### src/rtl/fft_sched_pkg.sv
// Shared definitions for the FFT output scheduler.
// Holds the controller state encoding, the bin count and index width,
// the default bin word width and the list of purely real bins.
package fft_sched_pkg;

  localparam int NBINS      = 8;
  localparam int IDX_W      = 3;
  localparam int DW_DEFAULT = 8;

  // Bins 0 (DC) and 4 (Nyquist) of a real-input 8-point FFT carry no imaginary part.
  localparam logic [IDX_W-1:0] REAL_BIN_DC  = 3'd0;
  localparam logic [IDX_W-1:0] REAL_BIN_NYQ = 3'd4;

  typedef logic [1:0] sched_state_t;

  localparam sched_state_t ST_IDLE      = 2'd0;
  localparam sched_state_t ST_START     = 2'd1;
  localparam sched_state_t ST_WAIT_DONE = 2'd2;
  localparam sched_state_t ST_STREAM    = 2'd3;

  function automatic logic is_real_bin(input logic [IDX_W-1:0] k);
    return (k == REAL_BIN_DC) || (k == REAL_BIN_NYQ);
  endfunction

endpackage

### src/rtl/fft_rate_tick.sv
// Clock-enable divider used to pace output words on fastclk.
// Ports:
//   fastclk - clock
//   rst     - synchronous active-high reset (clears the count)
//   clear   - restart the interval from zero
//   enable  - count only while high
//   tick    - one-cycle pulse when the count reaches DIV-1 while enabled
module fft_rate_tick #(
  parameter int DIV = 25
) (
  input  logic fastclk,
  input  logic rst,
  input  logic clear,
  input  logic enable,
  output logic tick
);

  localparam logic [15:0] LAST = 16'(DIV - 1);

  logic [15:0] cnt;

  assign tick = enable && (cnt == LAST);

  always_ff @(posedge fastclk) begin
    if (rst || clear) begin
      cnt <= '0;
    end else if (enable) begin
      cnt <= tick ? '0 : cnt + 16'd1;
    end
  end

endmodule

### src/rtl/fft_out_scheduler.sv
// Sequences one 8-point FFT per request and streams the eight result bins
// as complex words over valid/ready, paced by fft_rate_tick.
// Optional watchdog on the FFT done strobe: define FFT_SCHED_TIMEOUT_EN.
// Ports:
//   fastclk, rst          - clock, synchronous active-high reset
//   frame_req, cont       - single request / continuous mode
//   fft_start, fft_done   - FFT core start pulse and result strobe
//   bins_re, bins_im      - packed bin words, bin k at [k*DW +: DW]
//   out_re, out_im, out_index, out_valid, out_ready, out_last - output stream
//   busy                  - controller not idle
//   overrun_cnt           - saturating count of done strobes seen while streaming
//   err                   - sticky watchdog flag (0 without the watchdog)
module fft_out_scheduler
  import fft_sched_pkg::*;
#(
  parameter int DW      = DW_DEFAULT,
  parameter int DIV     = 25,
  parameter int TIMEOUT = 1024
) (
  input  logic                fastclk,
  input  logic                rst,
  input  logic                frame_req,
  input  logic                cont,
  output logic                fft_start,
  input  logic                fft_done,
  input  logic [NBINS*DW-1:0] bins_re,
  input  logic [NBINS*DW-1:0] bins_im,
  output logic [DW-1:0]       out_re,
  output logic [DW-1:0]       out_im,
  output logic [IDX_W-1:0]    out_index,
  output logic                out_valid,
  input  logic                out_ready,
  output logic                out_last,
  output logic                busy,
  output logic [7:0]          overrun_cnt,
  output logic                err
);

  sched_state_t   state;
  logic [IDX_W-1:0] idx;
  logic [DW-1:0]  frame_re [NBINS];
  logic [DW-1:0]  frame_im [NBINS];

  logic capture;
  logic handshake;
  logic tick;
  logic wd_expire;

  assign capture   = (state == ST_WAIT_DONE) && fft_done;
  assign handshake = out_valid && out_ready;

  // The divider only runs while a word is pending; it restarts on capture
  // and on every accepted word so each word waits a full DIV interval.
  fft_rate_tick #(.DIV(DIV)) u_rate_tick (
    .fastclk (fastclk),
    .rst     (rst),
    .clear   (capture || handshake),
    .enable  ((state == ST_STREAM) && !out_valid),
    .tick    (tick)
  );

`ifdef FFT_SCHED_TIMEOUT_EN
  localparam int WD_W = $clog2(TIMEOUT + 1);

  logic [WD_W-1:0] wd_cnt;
  logic            err_q;

  assign wd_expire = (state == ST_WAIT_DONE) && !fft_done &&
                     (wd_cnt == WD_W'(TIMEOUT - 1));
  assign err       = err_q;

  always_ff @(posedge fastclk) begin
    if (rst) begin
      wd_cnt <= '0;
      err_q  <= 1'b0;
    end else if ((state == ST_WAIT_DONE) && !fft_done) begin
      if (wd_expire) begin
        wd_cnt <= '0;
        err_q  <= 1'b1;
      end else begin
        wd_cnt <= wd_cnt + 1'b1;
      end
    end else begin
      wd_cnt <= '0;
    end
  end
`else
  assign wd_expire = 1'b0;
  assign err       = 1'b0;
`endif

  always_ff @(posedge fastclk) begin
    if (rst) begin
      state       <= ST_IDLE;
      idx         <= '0;
      out_valid   <= 1'b0;
      overrun_cnt <= '0;
      for (int k = 0; k < NBINS; k++) begin
        frame_re[k] <= '0;
        frame_im[k] <= '0;
      end
    end else begin
      case (state)
        ST_IDLE: begin
          if (frame_req || cont) state <= ST_START;
        end
        ST_START: begin
          state <= ST_WAIT_DONE;
        end
        ST_WAIT_DONE: begin
          if (fft_done) begin
            for (int k = 0; k < NBINS; k++) begin
              frame_re[k] <= bins_re[k*DW +: DW];
              frame_im[k] <= bins_im[k*DW +: DW];
            end
            idx   <= '0;
            state <= ST_STREAM;
          end else if (wd_expire) begin
            state <= ST_IDLE;
          end
        end
        default: begin
          if (fft_done && (overrun_cnt != 8'hFF)) overrun_cnt <= overrun_cnt + 8'd1;
          if (tick) out_valid <= 1'b1;
          if (handshake) begin
            out_valid <= 1'b0;
            if (idx == IDX_W'(NBINS - 1)) begin
              idx   <= '0;
              state <= cont ? ST_START : ST_IDLE;
            end else begin
              idx <= idx + 1'b1;
            end
          end
        end
      endcase
    end
  end

  // The imaginary words of the real bins are stored but masked on output.
  assign out_re    = frame_re[idx];
  assign out_im    = is_real_bin(idx) ? '0 : frame_im[idx];
  assign out_index = idx;
  assign out_last  = out_valid && (idx == IDX_W'(NBINS - 1));
  assign busy      = (state != ST_IDLE);
  assign fft_start = (state == ST_START);

endmodule

### config.mk
export PLATFORM = sky130hd
export DESIGN_NAME = fft_out_scheduler
export DESIGN_NICKNAME = d
export VERILOG_FILES = /design/src/rtl/fft_sched_pkg.sv /design/src/rtl/fft_rate_tick.sv /design/src/rtl/fft_out_scheduler.sv
export SDC_FILE = /design/constraint.sdc
export NUM_CORES = 1
export LEC_CHECK = 0
export CAP_MARGIN = 25
export CORE_MARGIN = 3
export CORE_UTILIZATION = 49
export CTS_BUF_LIST = sky130_fd_sc_hd__clkbuf_4
export DETAILED_ROUTE_END_ITERATION = 7
export DONT_BUFFER_PORTS = 1
export PLACE_DENSITY = 0.71
export SETUP_SLACK_MARGIN = 0.02
export SYNTH_ARGS = -nofsm -noshare
export SYNTH_HDL_FRONTEND = slang
export SYNTH_HIERARCHICAL = 1
export SYNTH_SLANG_ARGS = --single-unit
### constraint.sdc
create_clock -name fastclk -period 6.4 [get_ports fastclk]
set_input_delay 1.28 -clock fastclk [delete_from_list [all_inputs] [get_ports fastclk]]
set_output_delay 1.28 -clock fastclk [all_outputs]
set_load 0.005 [all_outputs]
==> flow_summary.json <==
{
  "grt_use_total_pct": 16.9,
  "cts.sinks": 161,
  "cts_buffers": 17,
  "finalHoldViolCount": 0,
  "drive_above_1_share_pct": 13.5,
  "worstSkewPairLatency_ns": 0.54,
  "fp-row-count": 44,
  "syn_area_per_cell_sq_um": 14.3,
  "min_path_type": "flop to flop",
  "cts_setup_buffers": 0,
  "grt_start_max_net_pins": 97,
  "mostFrequentLayoutCells": "edfxtp_1 (128), and2_1 (98), nor2_1 (36)",
  "gp_congestion": 0.819,
  "antenna_found_initial": 2,
  "r2r_cells": 5,
  "dp_hpwl_um": 9940,
  "max_freq_mhz": 279,
  "cp-end-kind": "output port",
  "ant_nets": 0,
  "postCtsHoldBufs": 0,
  "slowest_stage": "dfxtp_2",
  "clkTransAtPathRegs_ns": 0.12,
  "portBuffers": 0,
  "synth_top_family_by_area": "simple AND/OR/NAND/NOR gates",
  "cts_resized": 0,
  "synth-xor-area-share_pct": 2.22,
  "initial_core_util_pct": 50.9,
  "detail_route.iter0.violations": 241,
  "grt_pass1_wl_um": 21300,
  "holdCritStartpoint": "overrun_cnt[6]",
  "routedWlPerCell_um": 19.9,
  "fin_worst_skew_ns": 0.0212,
  "holdPathEnd": "overrun_cnt[6]",
  "period_share_pct": 56.0,
  "worstReg2RegEnd": "frame_im[4][0]",
  "dr.pass1.iters": 5,
  "path_cells": "buf_16, mux4_1, mux2i_1, nor2_1",
  "ys_warn_count": 6,
  "crit_path_start_kind": "flop",
  "maxCapViolCount": 0,
  "drc": 0,
  "setup_viol": 0,
  "required_ns": 5.12,
  "mostFrequentLayoutCell": "edfxtp_1",
  "via_per_inst": 5.52,
  "htreeDepth": 4,
  "dpl.cell_count": 683,
  "finalNonFillerCells": 723,
  "synth_edf_count": 128,
  "total_power_mw": 2.03,
  "status": "complete, no violations",
  "async_reset_ff_share_pct": 0,
  "worstReg2RegStart": "state[0]",
  "finalMaxSlewViolations": 0,
  "crit_fanout": 17,
  "ir_drop_uv": 137,
  "cp_num_buf_inv": 1,
  "arrival_ns": 2.31,
  "dieArea_sq_um": 16800,
  "syn_nets": 670,
  "fp.dieW_um": 130,
  "worst-setup-path-type": "flop to output port",
  "coreArea_sq_um": 14800,
  "cp_slowest_stage_delay_ns": 0.72,
  "leakagePower_nw": 2.77,
  "synthFlopType": "edfxtp_1",
  "area_delta_synth_final_pct": 5.10,
  "yosys.area_share.simple_pct": 18.1,
  "critical_path.top_delay_family": "multiplexers",
  "min_path_cells": 2,
  "ios": 166,
  "rsz0062_at_grt": "no",
  "synth_area_sq_um": 7510,
  "r2r_slack_ns": 3.64,
  "synth_compound_area_share_pct": 1.63,
  "cts_tree": "done",
  "die_y_um": 130,
  "synthAdderAreaFrac_pct": 1.83,
  "clock_path_buffers": 2,
  "synthMuxAreaShare_pct": 13.3,
  "root_buffer": "clkbuf_4",
  "final_nets": 664,
  "wirelength_um": 14400,
  "setup_tns_ns": 0,
  "ys_ff_latch": 161,
  "worst_pin_slew_ns": 1.05,
  "slew_headroom_pct": 30.2,
  "grt_pass1_vias": 4018,
  "synth-seq-area-share_pct": 60.0,
  "finalCriticalPeriod_ns": 3.59,
  "syn_inst": 525,
  "ys_types": 49,
  "overflow": 0,
  "p_per_area_nw_per_um2": 258,
  "vias": 3992
}
-- report_power, final --
| part | switching [mW] | internal (mW) |
|---|---|---|
| registers | 0.0403 | 1.25 |
| logic | 0.100 | 0.0990 |
| clock network | 0.350 | 0.189 |
| total | 0.491 | 1.54 |
-- state kept, by name, summed over array words and instances (netlist names), named ones only --
name             cells
overrun_cnt          8
u_rate_tick/cnt     16
frame_im            64
out_valid            1
state                2
out_index            3
frame_re            64
-- logic make-up after synthesis --
logic type      after synthesis
simple gates                224
flops                       161
mux                          53
buf+inv                      40
xor+xnor                     19
compound gates               16
fa+ha+maj                    11
other cells                   1
-- final cells by class --
class | count | area (sq um)
Antenna cell | 7 | 17.5
Clock buffer | 17 | 128
Clock inverter | 15 | 115
Fill cell | 1256 | 6860
Inverter | 12 | 45.0
Multi-Input combinational cell | 324 | 2810
Sequential cell | 161 | 4510
Tap cell | 184 | 230
Timing Repair Buffer | 3 | 42.5
-- metal layers --
layer,global-route usage [%],part of all wire (%),vias to the layer above
li1,-,-,1902
met1,20.9,40,1953
met2,27.5,50,127
met3,7.12,9.2,8
met4,4.34,0.72,2
met5,0,0.049,-
-- worst reg2reg max path, cell delays in order (launching register included) --
cell and delay, ns:
dfxtp_1 0.36, inv_1 0.11, ha_1 0.25, nand2_1 0.21
nand2b_4 0.70, buf_4 0.76
-- synthesized netlist by cell type, types with 4 or more instances --
master / count / area share [%]
mux4_1: 16 / 5.6
nand2b_1: 4 / 0.33
mux2i_1: 13 / 1.7
ha_1: 11 / 1.8
and2_1: 98 / 8.2
buf_6: 4 / 0.60
nor2b_1: 35 / 2.9
inv_1: 12 / 0.60
a21oi_1: 5 / 0.33
nor3_1: 7 / 0.47
nor4_2: 5 / 0.83
xnor2_1: 15 / 1.8
xor2_1: 4 / 0.47
nor2_1: 36 / 1.8
clkbuf_2: 4 / 0.27
buf_1: 4 / 0.20
nand2_1: 13 / 0.65
mux4_2: 16 / 4.8
mux2_2: 8 / 1.2
nand3_1: 4 / 0.27
edfxtp_1: 128 / 51
dfxtp_1: 33 / 8.8
clkbuf_1: 9 / 0.45
-- stage by stage --
stage / worst slack, ns / instance area, sq um / hold WS, ns / util, %
2_1_floorplan: 1.23 / 7510 / 0.471 / -
3_3_place_gp: 3.10 / 7600 / 0.486 / 51.5
3_5_place_dp: 3.05 / 7600 / 0.496 / 51.5
4_1_cts: 2.45 / 7850 / 0.514 / 53.2
5_1_grt: 2.57 / 7880 / 0.544 / 53.4
6_report: 2.81 / 7890 / 0.509 / 53.5
-- how the worst max path moves through the flow --
stage / from / end / cells after the start
final: flop / out_im[7] / 4
after global routing: flop / out_im[3] / 4
after CTS: flop / out_re[7] / 2
after detailed placement: fft_done / frame_im[4][2] / 3
after global placement: flop / out_re[7] / 2
after floorplan: rst / frame_im[0][0] / 2
Power figures use the tool's default switching activity.
